[src/rtl/seg_pkg.sv]
// Shared constants for the 7-segment display path (scan mux, decoder, game logic).
package seg_pkg;

    localparam int unsigned BCD_W      = 4;
    localparam int unsigned MAX_DIGITS = 8;

    // Active-low enables: all ones means every digit is dark.
    localparam logic [MAX_DIGITS-1:0] DIG_OFF = '1;
    localparam logic                  DP_OFF  = 1'b1;

    // Non-numeric codes; the scan mux passes them through, the decoder gives them glyphs.
    localparam logic [BCD_W-1:0] CODE_DASH  = 4'd10;
    localparam logic [BCD_W-1:0] CODE_E     = 4'd11;
    localparam logic [BCD_W-1:0] CODE_H     = 4'd12;
    localparam logic [BCD_W-1:0] CODE_L     = 4'd13;
    localparam logic [BCD_W-1:0] CODE_P     = 4'd14;
    localparam logic [BCD_W-1:0] CODE_BLANK = 4'd15;

    typedef enum logic {
        BLINK_ON  = 1'b0,
        BLINK_OFF = 1'b1
    } blink_phase_e;

endpackage

[src/rtl/seg_scan_tick.sv]
// Slot prescaler and digit index counter for the display scan.
module seg_scan_tick #(
    parameter int unsigned N_DIGITS = 4,
    parameter int unsigned PRESCALE = 50000,
    localparam int unsigned CNT_W   = $clog2(PRESCALE),
    localparam int unsigned IDX_W   = $clog2(N_DIGITS)
) (
    input  logic             clk,
    input  logic             rst,
    output logic [IDX_W-1:0] idx,
    output logic             slot_start,
    output logic             frame_end
);

    logic [CNT_W-1:0] cnt;
    logic             slot_end;
    logic             last_idx;

    assign slot_end   = (cnt == CNT_W'(PRESCALE - 1));
    assign last_idx   = (idx == IDX_W'(N_DIGITS - 1));
    assign slot_start = (cnt == '0);
    assign frame_end  = slot_end && last_idx;

    always_ff @(posedge clk) begin
        if (rst) begin
            cnt <= '0;
            idx <= '0;
        end else if (slot_end) begin
            cnt <= '0;
            idx <= last_idx ? '0 : idx + 1'b1;
        end else begin
            cnt <= cnt + 1'b1;
        end
    end

endmodule

[src/rtl/seg_scan_mux.sv]
// Double-buffered N-digit scan multiplexer feeding one shared BCD-to-7-segment decoder.
// Optional blink support is compiled in when SEG_SCAN_BLINK_EN is defined.
module seg_scan_mux
    import seg_pkg::*;
#(
    parameter int unsigned N_DIGITS   = 4,
    parameter int unsigned PRESCALE   = 50000,
    parameter int unsigned BLINK_FRMS = 64
) (
    input  logic                      clk,
    input  logic                      rst,
    input  logic                      load,
    input  logic [BCD_W*N_DIGITS-1:0] digits_in,
    input  logic [N_DIGITS-1:0]       dots_in,
    input  logic [N_DIGITS-1:0]       blank_in,
`ifdef SEG_SCAN_BLINK_EN
    input  logic [N_DIGITS-1:0]       blink_in,
`endif
    output logic [BCD_W-1:0]          num,
    output logic                      dot,
    output logic [N_DIGITS-1:0]       digit_sel
);

    localparam int unsigned IDX_W = $clog2(N_DIGITS);

    if (N_DIGITS < 2 || N_DIGITS > MAX_DIGITS || PRESCALE < 2 || BLINK_FRMS < 1) begin : g_bad_params
        $error("seg_scan_mux: parameter out of range");
    end

    logic [IDX_W-1:0] idx;
    logic             slot_start;
    logic             frame_end;

    seg_scan_tick #(
        .N_DIGITS (N_DIGITS),
        .PRESCALE (PRESCALE)
    ) u_tick (
        .clk        (clk),
        .rst        (rst),
        .idx        (idx),
        .slot_start (slot_start),
        .frame_end  (frame_end)
    );

    logic [BCD_W*N_DIGITS-1:0] pend_digits, act_digits;
    logic [N_DIGITS-1:0]       pend_dots,   act_dots;
    logic [N_DIGITS-1:0]       pend_blank,  act_blank;
    logic                      pending;

    // Commit first, capture second: a load on the boundary cycle lands in the
    // pending buffer after the old contents were committed, and stays pending.
    always_ff @(posedge clk) begin
        if (rst) begin
            pend_digits <= '0;
            act_digits  <= '0;
            pend_dots   <= '0;
            act_dots    <= '0;
            pend_blank  <= '1;
            act_blank   <= '1;
            pending     <= 1'b0;
        end else begin
            if (frame_end && pending) begin
                act_digits <= pend_digits;
                act_dots   <= pend_dots;
                act_blank  <= pend_blank;
                pending    <= 1'b0;
            end
            if (load) begin
                pend_digits <= digits_in;
                pend_dots   <= dots_in;
                pend_blank  <= blank_in;
                pending     <= 1'b1;
            end
        end
    end

`ifdef SEG_SCAN_BLINK_EN
    localparam int unsigned FRM_W = (BLINK_FRMS > 1) ? $clog2(BLINK_FRMS) : 1;

    logic [N_DIGITS-1:0] pend_blink, act_blink;
    logic [FRM_W-1:0]    frm_cnt;
    blink_phase_e        phase;

    always_ff @(posedge clk) begin
        if (rst) begin
            pend_blink <= '0;
            act_blink  <= '0;
            frm_cnt    <= '0;
            phase      <= BLINK_ON;
        end else begin
            if (frame_end && pending) begin
                act_blink <= pend_blink;
            end
            if (load) begin
                pend_blink <= blink_in;
            end
            if (frame_end) begin
                if (frm_cnt == FRM_W'(BLINK_FRMS - 1)) begin
                    frm_cnt <= '0;
                    phase   <= (phase == BLINK_ON) ? BLINK_OFF : BLINK_ON;
                end else begin
                    frm_cnt <= frm_cnt + 1'b1;
                end
            end
        end
    end
`endif

    logic                dark;
    logic [N_DIGITS-1:0] sel_next;

    always_comb begin
        dark = act_blank[idx];
`ifdef SEG_SCAN_BLINK_EN
        if (phase == BLINK_OFF && act_blink[idx]) begin
            dark = 1'b1;
        end
`endif
        sel_next = DIG_OFF[N_DIGITS-1:0];
        if (!slot_start && !dark) begin
            sel_next[idx] = 1'b0;
        end
    end

    always_ff @(posedge clk) begin
        if (rst) begin
            num       <= '0;
            dot       <= DP_OFF;
            digit_sel <= DIG_OFF[N_DIGITS-1:0];
        end else begin
            num       <= act_digits[{idx, 2'b00} +: BCD_W];
            dot       <= ~act_dots[idx];
            digit_sel <= sel_next;
        end
    end

endmodule

[config.mk]
export PLATFORM = sky130hd
export DESIGN_NAME = seg_scan_mux
export DESIGN_NICKNAME = d
export VERILOG_FILES = /design/src/rtl/seg_pkg.sv /design/src/rtl/seg_scan_tick.sv /design/src/rtl/seg_scan_mux.sv
export SDC_FILE = /design/constraint.sdc
export NUM_CORES = 1
export LEC_CHECK = 0
export BUFFER_PORTS_ARGS = -buffer_cell sky130_fd_sc_hd__buf_2
export CAP_MARGIN = 25
export CORE_MARGIN = 2
export CORE_UTILIZATION = 52
export DETAILED_ROUTE_END_ITERATION = 10
export PLACE_DENSITY_LB_ADDON = 0.08
export SKIP_LAST_GASP = 1
export SYNTH_ARGS = -nofsm -noshare
export SYNTH_HDL_FRONTEND = slang
export SYNTH_SLANG_ARGS = --single-unit
[constraint.sdc]
create_clock -name clk -period 2.3 [get_ports clk]
set_input_delay 0.115 -clock clk [delete_from_list [all_inputs] [get_ports clk]]
set_output_delay 0.115 -clock clk [all_outputs]
set_load 0.1 [all_outputs]
# [After elaboration in Yosys (flattened, before gate mapping)]
# Cells that the tools add are included.
[totals] out_inout_bits=9 ff_bits=76 inputBits=27
[classes] n_bitwise=3 addsub=2 n_reduce_logical=10 magnitude_cmp=2 shift=1 n_mux=9 eq_ne=2
[ops] op="$add 16x1->16 const B" n=1
[ops] op="$eq 16x16->1 const B" n=1
[ops] op="$logic_not 16->1" n=1
[ops] op="$shiftx 16x5->4" n=1
[ops] op="$mux 1" n=5
[ops] op="$bmux 1 s2" n=2
[ops] op="$logic_and 1x1->1" n=4
[ops] op="$not 4->4" n=1
[ops] op="$reduce_or 2->1" n=2
[ops] op="$lt 2x3->1 const B" n=1
[ops] op="$add 2x1->2 const B" n=1
[ops] op="$demux 1 s2" n=1
[ops] op="$eq 2x2->1 const B" n=1
[ops] op="$ge 2x1->1 const B" n=1
[ops] op="$logic_not 1->1" n=2
[ops] op="$mux 2" n=1
[ops] op="$not 1->1" n=2
[ops] op="$reduce_bool 2->1" n=1

# [Depth between registers and ports, before layout]
[depth] word_depth=6 mapped_depth=7

# [Cells and area by module]
# From an unflattened synthesis, not the netlist that was laid out.
[unflattened] hier_cells=319 area_unflattened_um2=3169.3
[by_module_without_submodules] module="seg_scan_mux" area_each_um2=2297.2 instances=1 cells_each=222
[by_module_without_submodules] module="seg_scan_tick" area_each_um2=872.1 instances=1 cells_each=97

# [Least setup slack after synthesis]
# OpenSTA, ideal clock, no wires.
[synth_path] path_type="reg2reg" start="register u_tick.cnt[10]" end="register act_blank[0]" arrival_time_ps=2076 required_ps=2180 stages_incl_launch_ff=6 setup_slack_ps=104 n_path_buf=1 cell_sequence="dfxtp_1 or4_4 or4_4 buf_6 or4_1 o31a_1"
[synth_via] elab_chain_cells=3
[synth_rtl] item="start, declared" line="seg_scan_tick.sv:15" source="logic [CNT_W-1:0] cnt;"
[synth_rtl] item="start signal, assigned" line="seg_scan_tick.sv:32" source="cnt <= cnt + 1'b1;"
[synth_rtl] item="$eq 16x16->1" line="seg_scan_tick.sv:19" source="assign slot_end = (cnt == CNT_W'(PRESCALE - 1));"
[synth_rtl] item="$logic_and 1x1->1" line="seg_scan_tick.sv:22" source="assign frame_end = slot_end && last_idx;"
[synth_rtl] item="$logic_and 1x1->1" line="seg_scan_mux.sv:62" source="if (frame_end && pending) begin"
[synth_rtl] item="end signal, assigned" line="seg_scan_mux.sv:65" source="act_blank <= pend_blank;"
[synth_rtl] item="end, declared" line="seg_scan_mux.sv:47" source="logic [N_DIGITS-1:0] pend_blank, act_blank;"
# Every way passes these cells.
# A chain may end at the register's enable or synchronous reset.

# [Worst setup path after layout]
[layout_path] start="register u_tick.cnt[10]" end="register act_blank[3]"
# Same word-level chain as after synthesis.

==> results.md <==
* Status: finished, final reports clean
* Root Buffer: clkbuf_8
* Port Buf Inserts at 35
* Largest net degree at the start of global routing at 38
* Min-Delay Path Depth at 3
* Worst r2r src: u_tick.cnt[10]
* Per-cell routed wire length at 14.0 microns
* Setup TNS at 0 ns
* CTS H-tree lvls at 3
* Fin cells at 452
* Metal2 WL at 2790 microns
* Hold crit path type: in2reg
* Syn Area/Cell at 9.51 sq um
* Cells after DPL at 421
* Layout cell share with drive strength beyond 1 at 0.194
* Initial antenna violation count at 0
* Routed length on met3 at 216 microns
* Power Dens Cells at 684 mW/mm^2
* Max_cap viols at 0
* Clk buf depth at 2
* First-pass DRT Iterations at 4
* Share of the synthesized area in the top cell type at 0.494
* Worst EP arrival at 2.35 ns
* First-pass GRT wire length at 10700 microns
* WP data required at 2.55 ns
* Post-route ant nets at 0
* Area Growth Syn to Fin at 20.1%
* Synth area leaders: dfxtp_1 49%, mux2i_1 6.5%, nand4_1 5.3%
* Clk_skew at 0.00701 ns
* Worst skew pair latency at 0.35 ns
* Setup CP Type: reg2reg
* M1 WL at 3190 microns
* Clk sinks at 76
* DR top layer: met4
* Register area share after synthesis at 0.494
* Crit path time final at 2.11 ns
* Vias post-DR at 2414
* Die area at 0.00656 sq mm
* RSZ-0062 raised after global routing: false
* R2R Setup Slk at 0.19 ns
* R2R Path End: act_blank[3]
* Vias in the first global route at 2303
* Synthesis Warnings at 0
* # IOs at 36
* Post-DP HPWL at 4100 microns
* Startpoint types: flip-flop
* Slew @ Worst Pin at 0.738 ns
* Setup crit start: u_tick.cnt[10]
* Synthesized Nets at 357
* Num CTS Buffers at 9
* Slew Limit Fails at 0
* Post-synthesis register bit count at 76
* Overflow after GRT at 0
* CP max FO at 12
* Initial Utilization at 0.530
* GP Congestion at 0.800
* Syn Inst Count at 324
* CTS tree: built
* Antenna fix cells at 0
* Critical path endpoint category: flip-flop
* Final period util at 0.916
* # rows at 28
* # nets final at 405
* Total Routing Usage GR at 0.212
* Drt total wl at 6320 microns
* DRT iter0 DRCs at 115
* Post-synth cell types at 30
* CP endpoint: act_blank[3]
* DIE HEIGHT at 81.0 microns
* Post-CTS Setup Repair Bufs at 0
* Final setup viols at 0
* Number of fill cells at 522
* # DRC at 0
* Area leader, netlist: dfxtp_1
* VDD IR max at 0.000510 V
* Clock transition at path regs at 0.08 ns
* Max transition margin at 0.508
* Vias per cell at 5.34
* Core area at 0.00582 sq mm
* Final hold viol count at 0
* Leakage at 0.00140 uW
* Peak Freq at 475 MHz
* Worst Reg-to-Reg Cells at 4
* Mapped cell area at 0.00308 sq mm
* Die Wd at 81.0 microns
-- where the power goes --
part	internal [uW]	leakage (uW)	switching (uW)	total, uW
combinational	71.6	0.000682	62.7	134
clock	557	0.000102	475	1030
sequential	1350	0.000619	19.5	1370
-- per-layer routing --
| metal | track usage | vias up |
|---|---|---|
| met4 | 0.0966 | 0 |
| met5 | 0 | - |
| met2 | 0.323 | 44 |
| li1 | - | 1237 |
| met1 | 0.289 | 1122 |
| met3 | 0.0433 | 11 |
-- final cells by class --
class                   instances  area (sq um)  share of cell area
repair buffers                 63           423               0.114
well taps                      75          93.8              0.0253
clock buffers                  12           155              0.0419
inverters                       9          33.8             0.00912
multi-input cells             213          1430               0.386
flip-flops and latches         76          1520               0.411
clock inverters                 4          47.5              0.0128
-- stage by stage --
stage / setup slack (ns) / instance area [sq um] / power (uW) / util / hold WS (ns)
5_1_grt: 0.0950 / 3700 / 2630 / 0.637 / 0.0176
3_5_place_dp: 0.0709 / 3350 / 1510 / 0.576 / 0.329
3_3_place_gp: 0.116 / 3350 / 1510 / 0.576 / 0.322
2_1_floorplan: 0.104 / 3080 / 1470 / - / 0.233
6_report: 0.194 / 3700 / 2530 / 0.637 / 0.00698
4_1_cts: 0.0644 / 3700 / 2560 / 0.636 / 0.000114
-- cell usage in the layout (no fill, tap or decap), drive strengths merged, types with 9 or more instances in the layout --
cell type | netlist | layout
dfxtp | 76 | 76
buf | 4 | 48
nor2 | 41 | 41
nand4 | 26 | 26
a21oi | 23 | 23
o21ai | 21 | 21
mux2i | 20 | 20
dlygate4sd3 | 0 | 15
clkbuf | 22 | 12
xnor2 | 11 | 11
nand2 | 10 | 10
inv | 9 | 9
-- worst max-delay path: stages, from the launching register on --
cell and delay, ns:
dfxtp_1 0.33, or4_4 0.54, or4_4 0.51, or4_1 0.50, o31a_1 0.11
-- cells in the mapped netlist --
cell,n
xnor2_1,11
buf_6,1
mux4_2,6
nor2b_1,8
a21oi_1,23
xor2_1,3
nor3_1,4
nand3_1,8
and2_1,1
clkbuf_1,22
o31a_1,4
nand2_1,10
a311oi_1,1
nor4b_1,1
dfxtp_1,76
and3_1,1
nor2_1,41
or3_1,1
ha_1,6
nor4_1,5
or4_1,4
or4_4,2
mux2i_1,20
buf_1,2
inv_1,9
o21ai_0,21
nand2b_1,2
nand4_1,26
a211o_1,4
buf_2,1
-- logic make-up after synthesis --
family,Yosys count,synth area share
and+or+nand+nor,114,0.191
adders and majority gates,6,0.0244
muxes,26,0.109
AOI/OAI and AO/OA,53,0.0970
xor gates and xnor gates,14,0.0398
buffers and inverters,35,0.0455
DFF,76,0.494
-- flip-flops by register name, indices dropped and copies added (netlist names), 4 cells and up --
register and count:
act_blank 4, pend_digits 16, pend_blank 4, digit_sel 4, act_dots 4, num 4, u_tick.cnt 16, act_digits 16
pend_dots 4
-- how the worst min path moves through the flow --
stage,from,endpoint,slack [ns]
after floorplan,blank_in[0],pend_blank[0],0.23
after global placement,blank_in[3],pend_blank[3],0.32
after detailed placement,blank_in[2],pend_blank[2],0.33
after CTS,digits_in[1],pend_digits[1],0.0001
after global routing,digits_in[3],pend_digits[3],0.02
final,digits_in[1],pend_digits[1],0.007
-- repair_timing --
action	CTS	global route
endpoints found under the setup margin	0	4
endpoints found under the hold margin	15	0
hold buffers	15	0
resized for setup	0	1
No activity file was read; power rests on OpenSTA's default activity.
